==> src/rtl/nibble_serial_alu_sequencer_pkg.sv <==
// Shared types and constants for the nibble-serial add/subtract sequencer.
package nibble_serial_alu_sequencer_pkg;

   localparam int NIBBLE_W = 4;

   typedef enum logic [1:0] {
      ST_IDLE = 2'd0,
      ST_RUN  = 2'd1,
      ST_DONE = 2'd2
   } state_t;

   // Two's-complement overflow: operands share a sign and the result sign differs.
   function automatic logic signed_overflow(input logic a_msb, input logic b_msb, input logic r_msb);
      return (a_msb == b_msb) && (r_msb != a_msb);
   endfunction

endpackage

==> src/rtl/nibble_serial_alu_sequencer_cla4_slice.sv <==
// 4-bit carry-lookahead adder slice, time-shared by the sequencer one nibble per cycle.
module nibble_serial_alu_sequencer_cla4_slice
   import nibble_serial_alu_sequencer_pkg::*;
(
   input  logic [NIBBLE_W-1:0] a,
   input  logic [NIBBLE_W-1:0] b,
   input  logic                cin,
   output logic [NIBBLE_W-1:0] sum,
   output logic                cout,
   output logic                prop,
   output logic                gen
);

   logic [NIBBLE_W-1:0] p_s;
   logic [NIBBLE_W-1:0] g_s;
   logic [NIBBLE_W:0]   c_s;

   assign p_s = a ^ b;
   assign g_s = a & b;

   // Group propagate/generate for the whole nibble.
   assign prop = &p_s;
   assign gen  = g_s[3]
               | (p_s[3] & g_s[2])
               | (p_s[3] & p_s[2] & g_s[1])
               | (p_s[3] & p_s[2] & p_s[1] & g_s[0]);

   // Internal carries computed in parallel from the incoming carry.
   assign c_s[0] = cin;
   assign c_s[1] = g_s[0] | (p_s[0] & cin);
   assign c_s[2] = g_s[1] | (p_s[1] & g_s[0]) | (p_s[1] & p_s[0] & cin);
   assign c_s[3] = g_s[2] | (p_s[2] & g_s[1]) | (p_s[2] & p_s[1] & g_s[0])
                 | (p_s[2] & p_s[1] & p_s[0] & cin);
   assign c_s[4] = gen | (prop & cin);

   assign sum  = p_s ^ c_s[NIBBLE_W-1:0];
   assign cout = c_s[NIBBLE_W];

endmodule

==> src/rtl/nibble_serial_alu_sequencer.sv <==
// Multi-cycle WIDTH-bit add/subtract: one nibble per cycle through a shared CLA slice,
// LSB first, carry chained through a flop, valid/ready on request and result sides.
module nibble_serial_alu_sequencer
   import nibble_serial_alu_sequencer_pkg::*;
#(
   parameter int WIDTH = 32
) (
   input  logic             clk,
   input  logic             rst,
   input  logic             in_valid,
   output logic             in_ready,
   input  logic [WIDTH-1:0] op_a,
   input  logic [WIDTH-1:0] op_b,
   input  logic             op_sub,
   output logic             out_valid,
   input  logic             out_ready,
   output logic [WIDTH-1:0] result,
   output logic             carry_out,
   output logic             overflow,
   output logic             zero
);

   localparam int NIBBLES = WIDTH / NIBBLE_W;
   localparam int IDX_W   = $clog2(NIBBLES);
   localparam logic [IDX_W-1:0] LAST_IDX = IDX_W'(NIBBLES - 1);

   state_t state_r;
   state_t state_next_s;

   logic [WIDTH-1:0] a_r;
   logic [WIDTH-1:0] b_r;          // already inverted for subtract
   logic             carry_r;
   logic [IDX_W-1:0] idx_r;
   logic [WIDTH-1:0] result_r;
   logic             carry_out_r;
   logic             overflow_r;
   logic             zero_r;
   logic             in_ready_r;
   logic             out_valid_r;

   logic [NIBBLE_W-1:0] slice_a_s;
   logic [NIBBLE_W-1:0] slice_b_s;
   logic [NIBBLE_W-1:0] slice_sum_s;
   logic                slice_cout_s;
   logic                slice_prop_unused_s;
   logic                slice_gen_unused_s;
   logic [WIDTH-1:0]    result_next_s;
   logic                last_s;
   logic                zero_next_s;
   logic                overflow_next_s;

   nibble_serial_alu_sequencer_cla4_slice u_slice (
      .a    (slice_a_s),
      .b    (slice_b_s),
      .cin  (carry_r),
      .sum  (slice_sum_s),
      .cout (slice_cout_s),
      .prop (slice_prop_unused_s),
      .gen  (slice_gen_unused_s)
   );

   assign last_s = (idx_r == LAST_IDX);

   // Select the current operand nibbles with an index-driven AND-OR mux.
   always_comb begin
      slice_a_s = '0;
      slice_b_s = '0;
      for (int i = 0; i < NIBBLES; i++) begin
         slice_a_s = slice_a_s | (a_r[i*NIBBLE_W +: NIBBLE_W] & {NIBBLE_W{idx_r == IDX_W'(i)}});
         slice_b_s = slice_b_s | (b_r[i*NIBBLE_W +: NIBBLE_W] & {NIBBLE_W{idx_r == IDX_W'(i)}});
      end
   end

   // Insert the fresh sum nibble into the result and derive flags from the assembled word.
   always_comb begin
      result_next_s = result_r;
      for (int i = 0; i < NIBBLES; i++) begin
         result_next_s[i*NIBBLE_W +: NIBBLE_W] = (idx_r == IDX_W'(i)) ? slice_sum_s
                                                 : result_r[i*NIBBLE_W +: NIBBLE_W];
      end
      zero_next_s     = ~|result_next_s;
      overflow_next_s = signed_overflow(a_r[WIDTH-1], b_r[WIDTH-1], result_next_s[WIDTH-1]);
   end

   // Next-state decode for the IDLE -> RUN -> DONE handshake sequence.
   always_comb begin
      state_next_s = state_r;
      case (state_r)
         ST_IDLE: begin
            if (in_valid) begin
               state_next_s = ST_RUN;
            end else begin
               state_next_s = ST_IDLE;
            end
         end
         ST_RUN: begin
            if (last_s) begin
               state_next_s = ST_DONE;
            end else begin
               state_next_s = ST_RUN;
            end
         end
         ST_DONE: begin
            if (out_ready) begin
               state_next_s = ST_IDLE;
            end else begin
               state_next_s = ST_DONE;
            end
         end
         default: state_next_s = ST_IDLE;
      endcase
   end

   // State register plus registered handshake outputs derived from the next state.
   always_ff @(posedge clk) begin
      if (rst) begin
         state_r     <= ST_IDLE;
         in_ready_r  <= 1'b1;
         out_valid_r <= 1'b0;
      end else begin
         state_r     <= state_next_s;
         in_ready_r  <= (state_next_s == ST_IDLE);
         out_valid_r <= (state_next_s == ST_DONE);
      end
   end

   // Datapath: latch operands on accept, step one nibble per RUN cycle, capture flags at the end.
   always_ff @(posedge clk) begin
      if (rst) begin
         a_r         <= '0;
         b_r         <= '0;
         carry_r     <= 1'b0;
         idx_r       <= '0;
         result_r    <= '0;
         carry_out_r <= 1'b0;
         overflow_r  <= 1'b0;
         zero_r      <= 1'b0;
      end else begin
         case (state_r)
            ST_IDLE: begin
               if (in_valid) begin
                  a_r         <= op_a;
                  b_r         <= op_b ^ {WIDTH{op_sub}};
                  carry_r     <= op_sub;
                  idx_r       <= '0;
                  result_r    <= '0;
                  carry_out_r <= 1'b0;
                  overflow_r  <= 1'b0;
                  zero_r      <= 1'b0;
               end else begin
                  idx_r <= idx_r;
               end
            end
            ST_RUN: begin
               result_r <= result_next_s;
               carry_r  <= slice_cout_s;
               if (last_s) begin
                  idx_r       <= '0;
                  carry_out_r <= slice_cout_s;
                  overflow_r  <= overflow_next_s;
                  zero_r      <= zero_next_s;
               end else begin
                  idx_r <= idx_r + IDX_W'(1);
               end
            end
            ST_DONE: begin
               result_r <= result_r;
            end
            default: begin
               idx_r <= '0;
            end
         endcase
      end
   end

   assign in_ready  = in_ready_r;
   assign out_valid = out_valid_r;
   assign result    = result_r;
   assign carry_out = carry_out_r;
   assign overflow  = overflow_r;
   assign zero      = zero_r;

endmodule
==> config.mk <==
export PLATFORM = sky130hd
export DESIGN_NAME = nibble_serial_alu_sequencer
export DESIGN_NICKNAME = d
export VERILOG_FILES = /design/src/rtl/nibble_serial_alu_sequencer_pkg.sv /design/src/rtl/nibble_serial_alu_sequencer_cla4_slice.sv /design/src/rtl/nibble_serial_alu_sequencer.sv
export SDC_FILE = /design/constraint.sdc
export NUM_CORES = 1
export LEC_CHECK = 0
export CORE_UTILIZATION = 50
export CTS_CLUSTER_SIZE = 30
export DETAILED_ROUTE_END_ITERATION = 7
export PLACE_DENSITY = 0.82
export SYNTH_ARGS = -nofsm -noshare
export SYNTH_HDL_FRONTEND = slang
export SYNTH_SLANG_ARGS = --single-unit
==> constraint.sdc <==
create_clock -name clk -period 4.2 [get_ports clk]
set_input_delay 0.84 -clock clk [delete_from_list [all_inputs] [get_ports clk]]
set_output_delay 0.84 -clock clk [all_outputs]
set_load 0.02 [all_outputs]
Word-level counts from Yosys, hierarchy flattened
Index checks and enable logic that the tools add are counted.
Storage, ports and cells
  bits in registers: 107
  input port bits: 69
  word-level logic and storage cells: 124
Operators by class
  $add $sub $neg: 1
  eq/ne operators: 14
  muxes and demuxes: 26
  bitwise operators: 60
  reductions and logical operators: 12
Operator list (number)
  $and A4 B4 Y4: 17
  $pmux W32 S2: 1
  $or A4 B4 Y4: 14
  $mux W32: 1
  $mux W4: 8
  $reduce_or A32 Y1: 1
  $xor A32 B32 Y32: 1
  $and A1 B1 Y1: 15
  $eq A3 B3 Y1 const B: 4
  $or A1 B1 Y1: 10
  $pmux W3 S3: 1
  $pmux W1 S2: 4
  $xor A4 B4 Y4: 2
  $eq A3 B2 Y1 const B: 2
  $mux W1: 6
  $mux W3: 2
  $pmux W2 S3: 1
  $reduce_and A2 Y1: 3
  $eq A2 B2 Y1 const B: 2
  $logic_not A2 Y1: 2
  $mux W2: 2
  $ne A2 B2 Y1 const B: 2
  $reduce_and A4 Y1: 1
  $add A3 B1 Y3 const B: 1
  other kinds (10): 10

Logic depth before layout (Yosys ltp)
Gate-level depths: netlist of run 1.
  depth after elaboration: 20
  depth in mapped cells: 14
  gate-level depth less buffers: 11

Cells and area by module
A second synthesis of run 1 with hierarchy kept.
Unflattened totals
  cell total of the unflattened synthesis: 587
  area total of the unflattened synthesis: 4932.2 µm²
By module, submodules not included
  nibble_serial_alu_sequencer: instances 1, cells an instance 569, area each 4764.6 µm², seq. area each 2142.1 µm²
  nibble_serial_alu_sequencer_cla4_slice: instances 1, cells an instance 18, area each 167.7 µm², seq. area each 0.0 µm²

Worst setup path after synthesis of run 1
Ideal clock, no wire load.
  kind: register to register
  start point: register idx_r[1]
  end point: register carry_r
  data arrival time: 3.069 ns
  setup slack: 1.004 ns
  stages on the path, launching flop included: 14
  clock period less this slack: 3.196 ns
  path through: dfxtp_1 inv_1 ha_1 buf_2 clkbuf_1 a222oi_1 mux2i_1 a221o_1 ha_1 a21oi_2 a21oi_1 or3_1 a222oi_1 nor2_1
Between the ends
  cells in the longest elaborated chain, start to end: 16
  elaborated cells between the ends (all ways): 52
  those cells by class: 7 x eq/ne; 1 x mux; 42 x bitwise; 2 x reduce/logical
Ends and longest elaborated chain
  from (decl): RTL line nibble_serial_alu_sequencer.sv:33  | logic [IDX_W-1:0] idx_r;
  from (signal assigned): RTL line nibble_serial_alu_sequencer.sv:151  | idx_r <= idx_r;
  from (signal assigned): RTL line nibble_serial_alu_sequencer.sv:163  | idx_r <= idx_r + IDX_W'(1);
  $eq A3 B1 Y1 / $logic_not A3 Y1 (equally long branches): RTL line nibble_serial_alu_sequencer.sv:69, nibble_serial_alu_sequencer.sv:70
  $and A4 B4 Y4 (on tied branches): RTL line nibble_serial_alu_sequencer.sv:69, nibble_serial_alu_sequencer.sv:70
  $or A4 B4 Y4 (on tied branches) (7 in a row): RTL line nibble_serial_alu_sequencer.sv:69, nibble_serial_alu_sequencer.sv:70
  $xor A4 B4 Y4 / $and A4 B4 Y4 (equally long branches): RTL line nibble_serial_alu_sequencer_cla4_slice.sv:18, nibble_serial_alu_sequencer_cla4_slice.sv:19
  $and A1 B1 Y1 (on tied branches): RTL line nibble_serial_alu_sequencer_cla4_slice.sv:24, nibble_serial_alu_sequencer_cla4_slice.sv:25, nibble_serial_alu_sequencer_cla4_slice.sv:26
  $or A1 B1 Y1, or another cell as far along: RTL line nibble_serial_alu_sequencer_cla4_slice.sv:24  | | (p_s[3] & g_s[2])
  $or A1 B1 Y1 / $and A1 B1 Y1 (equally long branches): RTL line nibble_serial_alu_sequencer_cla4_slice.sv:25, nibble_serial_alu_sequencer_cla4_slice.sv:26
  $or A1 B1 Y1: RTL line nibble_serial_alu_sequencer_cla4_slice.sv:26  | | (p_s[3] & p_s[2] & p_s[1] & g_s[0]);
  $or A1 B1 Y1 *: RTL line nibble_serial_alu_sequencer_cla4_slice.sv:34  | assign c_s[4] = gen | (prop & cin);
  $pmux W1 S2 *: RTL line nibble_serial_alu_sequencer.sv:139  | case (state_r)
  to (signal assigned): RTL line nibble_serial_alu_sequencer.sv:144  | carry_r <= op_sub;
  to (signal assigned): RTL line nibble_serial_alu_sequencer.sv:156  | carry_r <= slice_cout_s;
  to (decl): RTL line nibble_serial_alu_sequencer.sv:32  | logic carry_r;
Mark *: on every way between the ends. The rest lies on a longest branch, timed or not.
A chain may end at the register's enable or synchronous reset.

Worst setup path in the final report of run 1
  start point: register idx_r[1]
  end point: register overflow_r, in the netlist overflow
Between the ends
  cells in the longest elaborated chain, start to end: 20
  elaborated cells between the ends (all ways): 56
  those cells by class: 9 x eq/ne; 3 x mux; 41 x bitwise; 3 x reduce/logical
Ends and longest elaborated chain
  $eq A3 B1 Y1 / $logic_not A3 Y1 (equally long branches): RTL line nibble_serial_alu_sequencer.sv:69, nibble_serial_alu_sequencer.sv:70
  $and A4 B4 Y4 (on tied branches): RTL line nibble_serial_alu_sequencer.sv:69, nibble_serial_alu_sequencer.sv:70
  $or A4 B4 Y4 (on tied branches) (7 in a row): RTL line nibble_serial_alu_sequencer.sv:69, nibble_serial_alu_sequencer.sv:70
  $xor A4 B4 Y4 / $and A4 B4 Y4 (equally long branches): RTL line nibble_serial_alu_sequencer_cla4_slice.sv:18, nibble_serial_alu_sequencer_cla4_slice.sv:19
  $and A1 B1 Y1 (on tied branches): RTL line nibble_serial_alu_sequencer_cla4_slice.sv:32, nibble_serial_alu_sequencer_cla4_slice.sv:33
  $or A1 B1 Y1, or another cell as far along: RTL line nibble_serial_alu_sequencer_cla4_slice.sv:32  | assign c_s[3] = g_s[2] | (p_s[2] & g_s[1]) | (p_s[2] & p_s[1] & g_s[0])
  $or A1 B1 Y1 / $and A1 B1 Y1 (equally long branches): RTL line nibble_serial_alu_sequencer_cla4_slice.sv:32, nibble_serial_alu_sequencer_cla4_slice.sv:33
  $or A1 B1 Y1: RTL line nibble_serial_alu_sequencer_cla4_slice.sv:33  | | (p_s[2] & p_s[1] & p_s[0] & cin);
  $xor A4 B4 Y4: RTL line nibble_serial_alu_sequencer_cla4_slice.sv:36  | assign sum = p_s ^ c_s[NIBBLE_W-1:0];
  $mux W4: RTL line nibble_serial_alu_sequencer.sv:78  | result_next_s[i*NIBBLE_W +: NIBBLE_W] = (idx_r == IDX_W'(i)) ? slice_sum_s
  $ne A1 B1 Y1: RTL line nibble_serial_alu_sequencer_pkg.sv:14  | return (a_msb == b_msb) && (r_msb != a_msb);
  $logic_and A1 B1 Y1: RTL line nibble_serial_alu_sequencer_pkg.sv:14
  $mux W1: RTL line nibble_serial_alu_sequencer.sv:157  | if (last_s) begin
  $pmux W1 S2: RTL line nibble_serial_alu_sequencer.sv:139
  to (signal assigned): RTL line nibble_serial_alu_sequencer.sv:160  | overflow_r <= overflow_next_s;
  to (decl): RTL line nibble_serial_alu_sequencer.sv:36  | logic overflow_r;
Several ways; a longest one is shown, not always the timed one. The select of a mux whose other input is x is not followed.

==> reports/metrics.csv, run 1 <==
metric,value,unit
total internal power,1550,uW
diode insertion count for antenna repair,0,
global-route wire length before repair,19.7,mm
FILL cells,784,
Final Hold Viols,0,
share of the synthesized area in the top cell type,0.440,
total DRC errors in the routed layout,0,
quantity of I/O buffers inserted on ports,105,
setup TNS after final layout,0,ns
Crit path required time,4.48,ns
largest cells by area after synthesis,"sky130_fd_sc_hd__dfxtp_1 (44%), sky130_fd_sc_hd__nor2_1 (7.2%), sky130_fd_sc_hd__xnor2_1 (5.8%)",
maximum capacitance violations,0,
count of flip-flops with a built-in enable after synthesis,0,
post-synthesis cell type with the largest combined area,sky130_fd_sc_hd__dfxtp_1,
outcome,completed,
number of buffers on the longest clock path,2,
GP Congestion,0.913,
combinational fraction of design power,0.180,
number of warnings printed during yosys synthesis,0,
routed length per placed instance,15.8,um
std cell rows,35,
initial antenna violation count,0,
path category of the worst min-delay check,register to register,
initial core utilization,0.522,
number of buffers created by CTS,9,
maximum resistive drop on vdd,0.163,mV
"Cell Count, Final, Fillers Out",776,
Synth cell types,46,
largest clock skew in the final design,0.0135,ns
Clock Root Buffer,sky130_fd_sc_hd__clkbuf_8,
synthesized area per cell,8.58,um2
post-synthesis instance area,0.00487,mm2
"slowest stage delay, CP",0.50,ns
share of synthesized registers carrying an async set or reset,0,
"slowest stage cell, crit path",sky130_fd_sc_hd__a211oi_4,
Final Instance Area,0.00614,mm2
transition time at the pin with the least slew margin,1.18,ns
DRC violation total after the first TritonRoute iteration,393,
Sink Count,107,
switching power summed over all nets,608,uW
FF+latch area,0.00214,mm2
Placed Instance Area,0.00593,mm2
layout-stage area growth over the synthesis result,26.0,%
arrival time reported for the critical path endpoint,3.79,ns
Leak Pwr,0.00226,uW
peak fanout along the critical path,24,
Die Span X,101,um
height of the chip,101,um
final max-slew violation count,0,
source of the worst register-to-register timing path,idx_r[1],
total via count after detailed routing,4455,
number of hold buffers added after cts,0,
pin count of the biggest net entering global routing,91,
synthesis-stage register bit count,107,
fraction of the core area covered by cells at the end of the flow,0.658,
max-slew headroom at the worst pin,0.210,
post-synth net total,648,
worst setup path start,idx_r[1],
placed insts,760,
path type of the worst setup path,register to register,
sequential-to-total area share from yosys stat,0.440,
clock tree from TritonCTS,yes,
H-tree depth,3,
number of cells upsized or downsized after cts,0,
drt total wl,12.2,mm
via count of the first global-routing pass,4085,
Final Cycle Share,0.836,
Detail Route Antenna Nets,0,
Congestion Overflow GR,0,
P per Cell Area,351,mW/mm2
cell-by-cell trace of the critical path,"inv_1, ha_1, a222oi_1, mux2i_1, a221o_1, ha_1, nand3_2, a21bo_1, a211oi_4, mux2i_1, a22o_1",
total area of multi-input combinational cells,0.00253,mm2
number of optimization iterations in the first detailed-route pass,8,
critical hold path startpoint,a_r[12],
die area,0.0101,mm2
GRT Total Usage,0.247,
clock network fraction of design power,0.306,
Synth Instances,568,
final critical delay including setup and external delays,3.51,ns
number of ports placed on the die boundary,106,
kind of start point of the critical path,register,
Post-Route Hold Slack,0.462,ns
fraction of layout instances using a drive strength above 1,0.0464,
core box area,0.00933,mm2
peak clock frequency supported by timing,285,MHz
number of setup violations in the final report,0,
routed via count divided by cell count,5.74,
clock-pin slew of the registers on the worst-case setup and hold paths,0.10,ns
Total Nets Final,722,
endpoint kind of the worst setup timing path,register,
commonest register cell after synthesis,sky130_fd_sc_hd__dfxtp_1,
share of total power in sequential cells,0.514,
unrepaired setup endpoints after global routing,false,
"Clk Latency, worst-skew pair",0.38,ns
switching fraction of total power,0.282,
number of buffers inserted by post-CTS setup repair,0,
HPWL reported at the end of detailed placement,8.98,mm
[metrics by stage]
stage	total power, uW	setup slack [ns]
finish	2160	0.687
global placement	1510	0.936
CTS	2160	0.722
floorplan	1370	1.00
detailed placement	1520	0.723
global route	2240	0.457
[area by class of cell]
cell class                      count  share of cell area
Inverter                            5             0.00306
Clock buffer                       10              0.0224
Sequential cell                   107               0.349
Tap cell                          129              0.0263
Clock inverter                      6              0.0118
Multi-Input combinational cell    411               0.412
Timing Repair Buffer              108               0.175
[power by group through the flow]
| stage | sequential, uW | clock, uW | combinational [uW] |
|---|---|---|---|
| after global placement | 1130 | 0 | 373 |
| final | 1110 | 659 | 388 |
| after floorplan | 1120 | 0 | 253 |
| after global routing | 1110 | 701 | 425 |
| after CTS | 1110 | 665 | 386 |
| after detailed placement | 1130 | 0 | 385 |
[routing by layer]
layer / routed length (um) / global-route usage / up-vias
li1: - / - / 2175
met1: 5480 / 0.333 / 2063
met2: 5690 / 0.399 / 190
met3: 785 / 0.0430 / 27
met4: 283 / 0.0836 / 0
met5: 0 / 0 / -
[critical path: cells and delay by family (launching register included)]
kind	cells	cell delay, ns
AO/OA/AOI/OAI	5	1.70
adder cells (fa/ha/maj)	2	0.83
buffers and inverters	1	0.08
flip-flops	1	0.39
multiplexers	2	0.28
AND/OR/NAND/NOR	1	0.15
[layout by cell type, fill, tap and decap left out, types with 2 or more instances in the layout]
cell,n
sky130_fd_sc_hd__a211oi_1,33
sky130_fd_sc_hd__inv_1,4
sky130_fd_sc_hd__clkbuf_8,10
sky130_fd_sc_hd__mux2i_1,9
sky130_fd_sc_hd__nor2b_1,4
sky130_fd_sc_hd__o22ai_1,5
sky130_fd_sc_hd__a221o_1,8
sky130_fd_sc_hd__a222oi_1,17
sky130_fd_sc_hd__nor3_1,4
sky130_fd_sc_hd__xnor2_1,32
sky130_fd_sc_hd__and2_1,5
sky130_fd_sc_hd__xor2_1,2
sky130_fd_sc_hd__a22o_1,2
sky130_fd_sc_hd__clkdlybuf4s50_1,103
sky130_fd_sc_hd__inv_6,2
sky130_fd_sc_hd__o21ai_0,2
sky130_fd_sc_hd__a22oi_1,26
sky130_fd_sc_hd__nand2_1,72
sky130_fd_sc_hd__dfxtp_1,107
sky130_fd_sc_hd__buf_2,2
sky130_fd_sc_hd__or3_1,3
sky130_fd_sc_hd__buf_4,2
sky130_fd_sc_hd__clkinv_4,2
sky130_fd_sc_hd__nand2b_1,4
sky130_fd_sc_hd__a32oi_1,8
sky130_fd_sc_hd__o21ai_1,5
sky130_fd_sc_hd__ha_1,10
sky130_fd_sc_hd__a21oi_1,46
sky130_fd_sc_hd__nand3b_1,3
sky130_fd_sc_hd__nor2_1,93
[Yosys cell counts, types with 4 or more instances]
cell type and instances:
sky130_fd_sc_hd__a211oi_1 33, sky130_fd_sc_hd__a21oi_1 46, sky130_fd_sc_hd__a221o_1 8, sky130_fd_sc_hd__a222oi_1 17, sky130_fd_sc_hd__a22oi_1 26, sky130_fd_sc_hd__a32oi_1 8
sky130_fd_sc_hd__and2_1 5, sky130_fd_sc_hd__buf_2 13, sky130_fd_sc_hd__clkbuf_1 29, sky130_fd_sc_hd__dfxtp_1 107, sky130_fd_sc_hd__ha_1 10, sky130_fd_sc_hd__inv_1 4
sky130_fd_sc_hd__mux2i_1 9, sky130_fd_sc_hd__nand2_1 72, sky130_fd_sc_hd__nand2b_1 4, sky130_fd_sc_hd__nor2_1 93, sky130_fd_sc_hd__nor2b_1 4, sky130_fd_sc_hd__nor3_1 4
sky130_fd_sc_hd__o21ai_1 5, sky130_fd_sc_hd__o22ai_1 5, sky130_fd_sc_hd__xnor2_1 32
[sequential cells by signal, indices dropped and copies added, names as in the netlist]
name	flops
state_r	2
idx_r	3
carry_r	1
zero	1
a_r	32
carry_out	1
in_ready	1
result	32
out_valid	1
overflow	1
b_r	32
[path summary, 6_finish.rpt]
| kind | to | slack (ns) | depth (start not counted) |
|---|---|---|---|
| max | overflow | 0.69 | 11 |
| min | a_r[12] | 0.46 | 2 |
| max reg2reg | overflow | 0.69 | 11 |
| min reg2reg | a_r[12] | 0.46 | 2 |
[logic make-up after synthesis]
kind of cell | Yosys count | synth area share
simple gates | 197 | 0.170
flops | 107 | 0.440
mux | 10 | 0.0208
compound gates | 159 | 0.236
fa+ha+maj | 11 | 0.0298
buf+inv | 50 | 0.0419
xor+xnor | 34 | 0.0611
No activity file was read; power rests on OpenSTA's default activity.
==> run 2: changes to the inputs <==
--- a/config.mk
+++ b/config.mk
@@ -5,10 +5,10 @@
 export SDC_FILE = /design/constraint.sdc
 export NUM_CORES = 1
 export LEC_CHECK = 0
-export CORE_UTILIZATION = 50
+export CORE_UTILIZATION = 46
 export CTS_CLUSTER_SIZE = 30
 export DETAILED_ROUTE_END_ITERATION = 7
-export PLACE_DENSITY = 0.82
+export PLACE_DENSITY = 0.79
 export SYNTH_ARGS = -nofsm -noshare
 export SYNTH_HDL_FRONTEND = slang
 export SYNTH_SLANG_ARGS = --single-unit
==> constraint.sdc (replaced) <==
create_clock -name clk -period 3.1 [get_ports clk]
set_input_delay 0.62 -clock clk [delete_from_list [all_inputs] [get_ports clk]]
set_output_delay 0.62 -clock clk [all_outputs]
set_load 0.02 [all_outputs]
==> run 2 against run 1 <==
  * The flow now finishes with violations (negative setup slack)
  * Sequential power is 35% higher
  * Critical path type unchanged
  * Utilization down 3.0 points
  * Global-route usage decreased by 1.7 points
  * Count of clock-buffer cells in the layout is the same
  * Setup slack worse by 0.90 ns
  * Highest routed layer unchanged
  * Hold slack improved by 0.0013 ns
  * Clock power increased by 21%
  * First-iteration DRC count shrank 24%
  * Maximum frequency up 5.9%
  * Final cell count is 3.5% higher
  * Power rose by 35%
  * Largest cell class unchanged
  * Combinational power grew 56%
==> reports/metrics.csv, run 2 (synthesis gave the netlist of run 1 again) <==
metric,value,unit,change
core box area,0.0103,mm2,+10%
total area of multi-input combinational cells,0.00268,mm2,+6.0%
HPWL reported at the end of detailed placement,9.15,mm,+1.9%
Final Hold Viols,0,,unchanged
number of buffers on the longest clock path,2,,unchanged
met2 routed WL,6.30,mm,+11%
layout-stage area growth over the synthesis result,32.6,%,
largest clock skew in the final design,0.0165,ns,+0.00292 ns
number of hold buffers added after cts,0,,unchanged
GP Congestion,0.932,,+2.1%
unrepaired setup endpoints after global routing,true,,
maximum capacitance violations,0,,unchanged
outcome,"finished, violations left",,
FILL cells,891,,+14%
path category of the worst min-delay check,register to register,,
Post-Route Hold Slack,0.463,ns,+0.00130 ns
std cell rows,37,,+5.7%
Leak Pwr,0.00236,uW,+4.6%
arrival time reported for the critical path endpoint,3.56,ns,-0.23 ns
total via count after detailed routing,4553,,+2.2%
fraction of layout instances using a drive strength above 1,0.109,,+0.0631
"most common cell after layout, fill and taps aside",sky130_fd_sc_hd__dfxtp_1,,
source of the worst register-to-register timing path,idx_r[0],,
final max-slew violation count,0,,unchanged
critical hold path startpoint,a_r[16],,
Sink Count,107,,unchanged
height of the chip,105,um,+4.2%
minimum setup slack after placement,-0.196,ns,-0.919 ns
global-route wire length before repair,20.2,mm,+2.6%
diode insertion count for antenna repair,0,,unchanged
Crit path required time,3.34,ns,-1.14 ns
number of optimization iterations in the first detailed-route pass,8,,unchanged
drt total wl,13.0,mm,+6.2%
DRC violation total after the first TritonRoute iteration,298,,-24%
WL met3,948,um,+21%
kind of start point of the critical path,register,,
final critical delay including setup and external delays,3.32,ns,-0.196 ns
peak fanout along the critical path,8,,-67%
die area,0.0110,mm2,+8.5%
Detail Route Antenna Nets,0,,unchanged
Final Instance Area,0.00646,mm2,+5.2%
maximum resistive drop on vdd,0.212,mV,+30%
worst hold path depth,2,,unchanged
endpoint kind of the worst setup timing path,register,,
initial core utilization,0.474,,-0.0483
path type of the worst setup path,register to register,,
Congestion Overflow GR,0,,unchanged
worst setup path start,idx_r[0],,
top routing layer in use,met4,,
total DRC errors in the routed layout,0,,unchanged
"commonest cells after routing, fill and taps aside","sky130_fd_sc_hd__dfxtp_1 (105), sky130_fd_sc_hd__clkdlybuf4s50_1 (103), sky130_fd_sc_hd__nor2_1 (93), sky130_fd_sc_hd__nand2_1 (72), sky130_fd_sc_hd__a21oi_1 (45)",,
Total Nets Final,742,,+2.8%
Placed Instance Area,0.00605,mm2,+2.1%
number of buffers created by CTS,9,,unchanged
initial antenna violation count,0,,unchanged
clock tree from TritonCTS,yes,,
H-tree depth,3,,unchanged
quantity of I/O buffers inserted on ports,105,,unchanged
via count of the first global-routing pass,4104,,+0.47%
GRT Total Usage,0.229,,-0.0173
max-slew headroom at the worst pin,0.420,,+0.209
P per Cell Area,449,mW/mm2,+28%
"Clk Latency, worst-skew pair",0.38,ns,about the same
fraction of the core area covered by cells at the end of the flow,0.629,,-0.0295
peak clock frequency supported by timing,301,MHz,+5.9%
Clock Root Buffer,sky130_fd_sc_hd__clkbuf_8,,
placed insts,777,,+2.2%
clock-pin slew of the registers on the worst-case setup and hold paths,0.10,ns,about the same
FF+latch area,0.00215,mm2,+0.35%
"Cell Count, Final, Fillers Out",803,,+3.5%
transition time at the pin with the least slew margin,0.870,ns,-0.311 ns
routed metal-1 wirelength,5.51,mm,+0.58%
Final Cycle Share,1.07,,+0.234
violations in the final reports,negative setup slack,,
number of ports placed on the die boundary,106,,unchanged
number of cells on the worst reg-to-reg path,13,,+2
routed length per placed instance,16.2,um,+2.7%
Die Span X,105,um,+4.2%
pin count of the biggest net entering global routing,99,,+8.8%
routed via count divided by cell count,5.67,,-1.2%
Final WS setup,-0.217,ns,-0.904 ns
number of setup violations in the final report,16,,+16
[run 2: changes by cell type in the layout (fill, tap and decap cells not counted), moves of 2 or more]
cell                      change
sky130_fd_sc_hd__a22oi_1      -6
sky130_fd_sc_hd__ha_1         -4
sky130_fd_sc_hd__ha_4         +4
sky130_fd_sc_hd__dfxtp_1      -2
sky130_fd_sc_hd__a21oi_4      +2
sky130_fd_sc_hd__buf_4       +17
sky130_fd_sc_hd__inv_1        -2
sky130_fd_sc_hd__buf_12       +2
sky130_fd_sc_hd__dfxtp_4      +2
sky130_fd_sc_hd__a22oi_2      +6
sky130_fd_sc_hd__inv_2        +2
[run 2: worst paths after layout]
| kind | to | slack, ns |
|---|---|---|
| worst max-delay path | carry_r | -0.22 |
| worst min-delay path | a_r[16] | 0.46 |
| worst max register to register | carry_r | -0.22 |
| worst min register to register | a_r[16] | 0.46 |
[run 2: power by group]
group	internal, uW	leakage (uW)	switching (uW)
logic	290	0.00140	314
clock network	320	0.0000893	479
registers	1450	0.000877	51.2
total	2060	0.00236	844
[run 2: layer usage]
layer | global-route usage | vias to the layer above
met5 | 0 | -
met3 | 0.0418 | 25
li1 | - | 2212
met2 | 0.380 | 210
met1 | 0.304 | 2106
met4 | 0.0684 | 0
[run 2: stage by stage]
stage	total power (uW)	TNS (ns)
floorplan	1870	0
global placement	2070	0
detailed placement	2090	-0.799
CTS	2870	-0.00741
global route	3020	-3.89
finish	2900	-1.95
[run 2: critical path, cell delays in order (launching register included)]
cell and delay [ns]:
sky130_fd_sc_hd__dfxtp_4 0.37, sky130_fd_sc_hd__buf_4 0.14, sky130_fd_sc_hd__ha_4 0.19, sky130_fd_sc_hd__a222oi_1 0.45, sky130_fd_sc_hd__mux2i_1 0.16, sky130_fd_sc_hd__a221o_1 0.34, sky130_fd_sc_hd__buf_4 0.15, sky130_fd_sc_hd__ha_1 0.33
sky130_fd_sc_hd__nand3_4 0.13, sky130_fd_sc_hd__buf_4 0.13, sky130_fd_sc_hd__a21oi_4 0.06, sky130_fd_sc_hd__or3_4 0.38, sky130_fd_sc_hd__a222oi_1 0.28, sky130_fd_sc_hd__nor2_1 0.08
[run 2: what timing repair did]
item,in CTS,in global routing
endpoints found under the setup margin,18,25
pin swaps,2,15
resized for setup,7,26
setup buffers,0,10
[run 2: area by class of cell]
| cell class | count | share of cell area |
|---|---|---|
| timing repair buffer | 128 | 0.194 |
| sequential | 107 | 0.333 |
| inverter | 5 | 0.00291 |
| multi-input combinational | 411 | 0.415 |
| clock inverter | 6 | 0.00717 |
| tap | 136 | 0.0263 |
| clock buffer | 10 | 0.0213 |
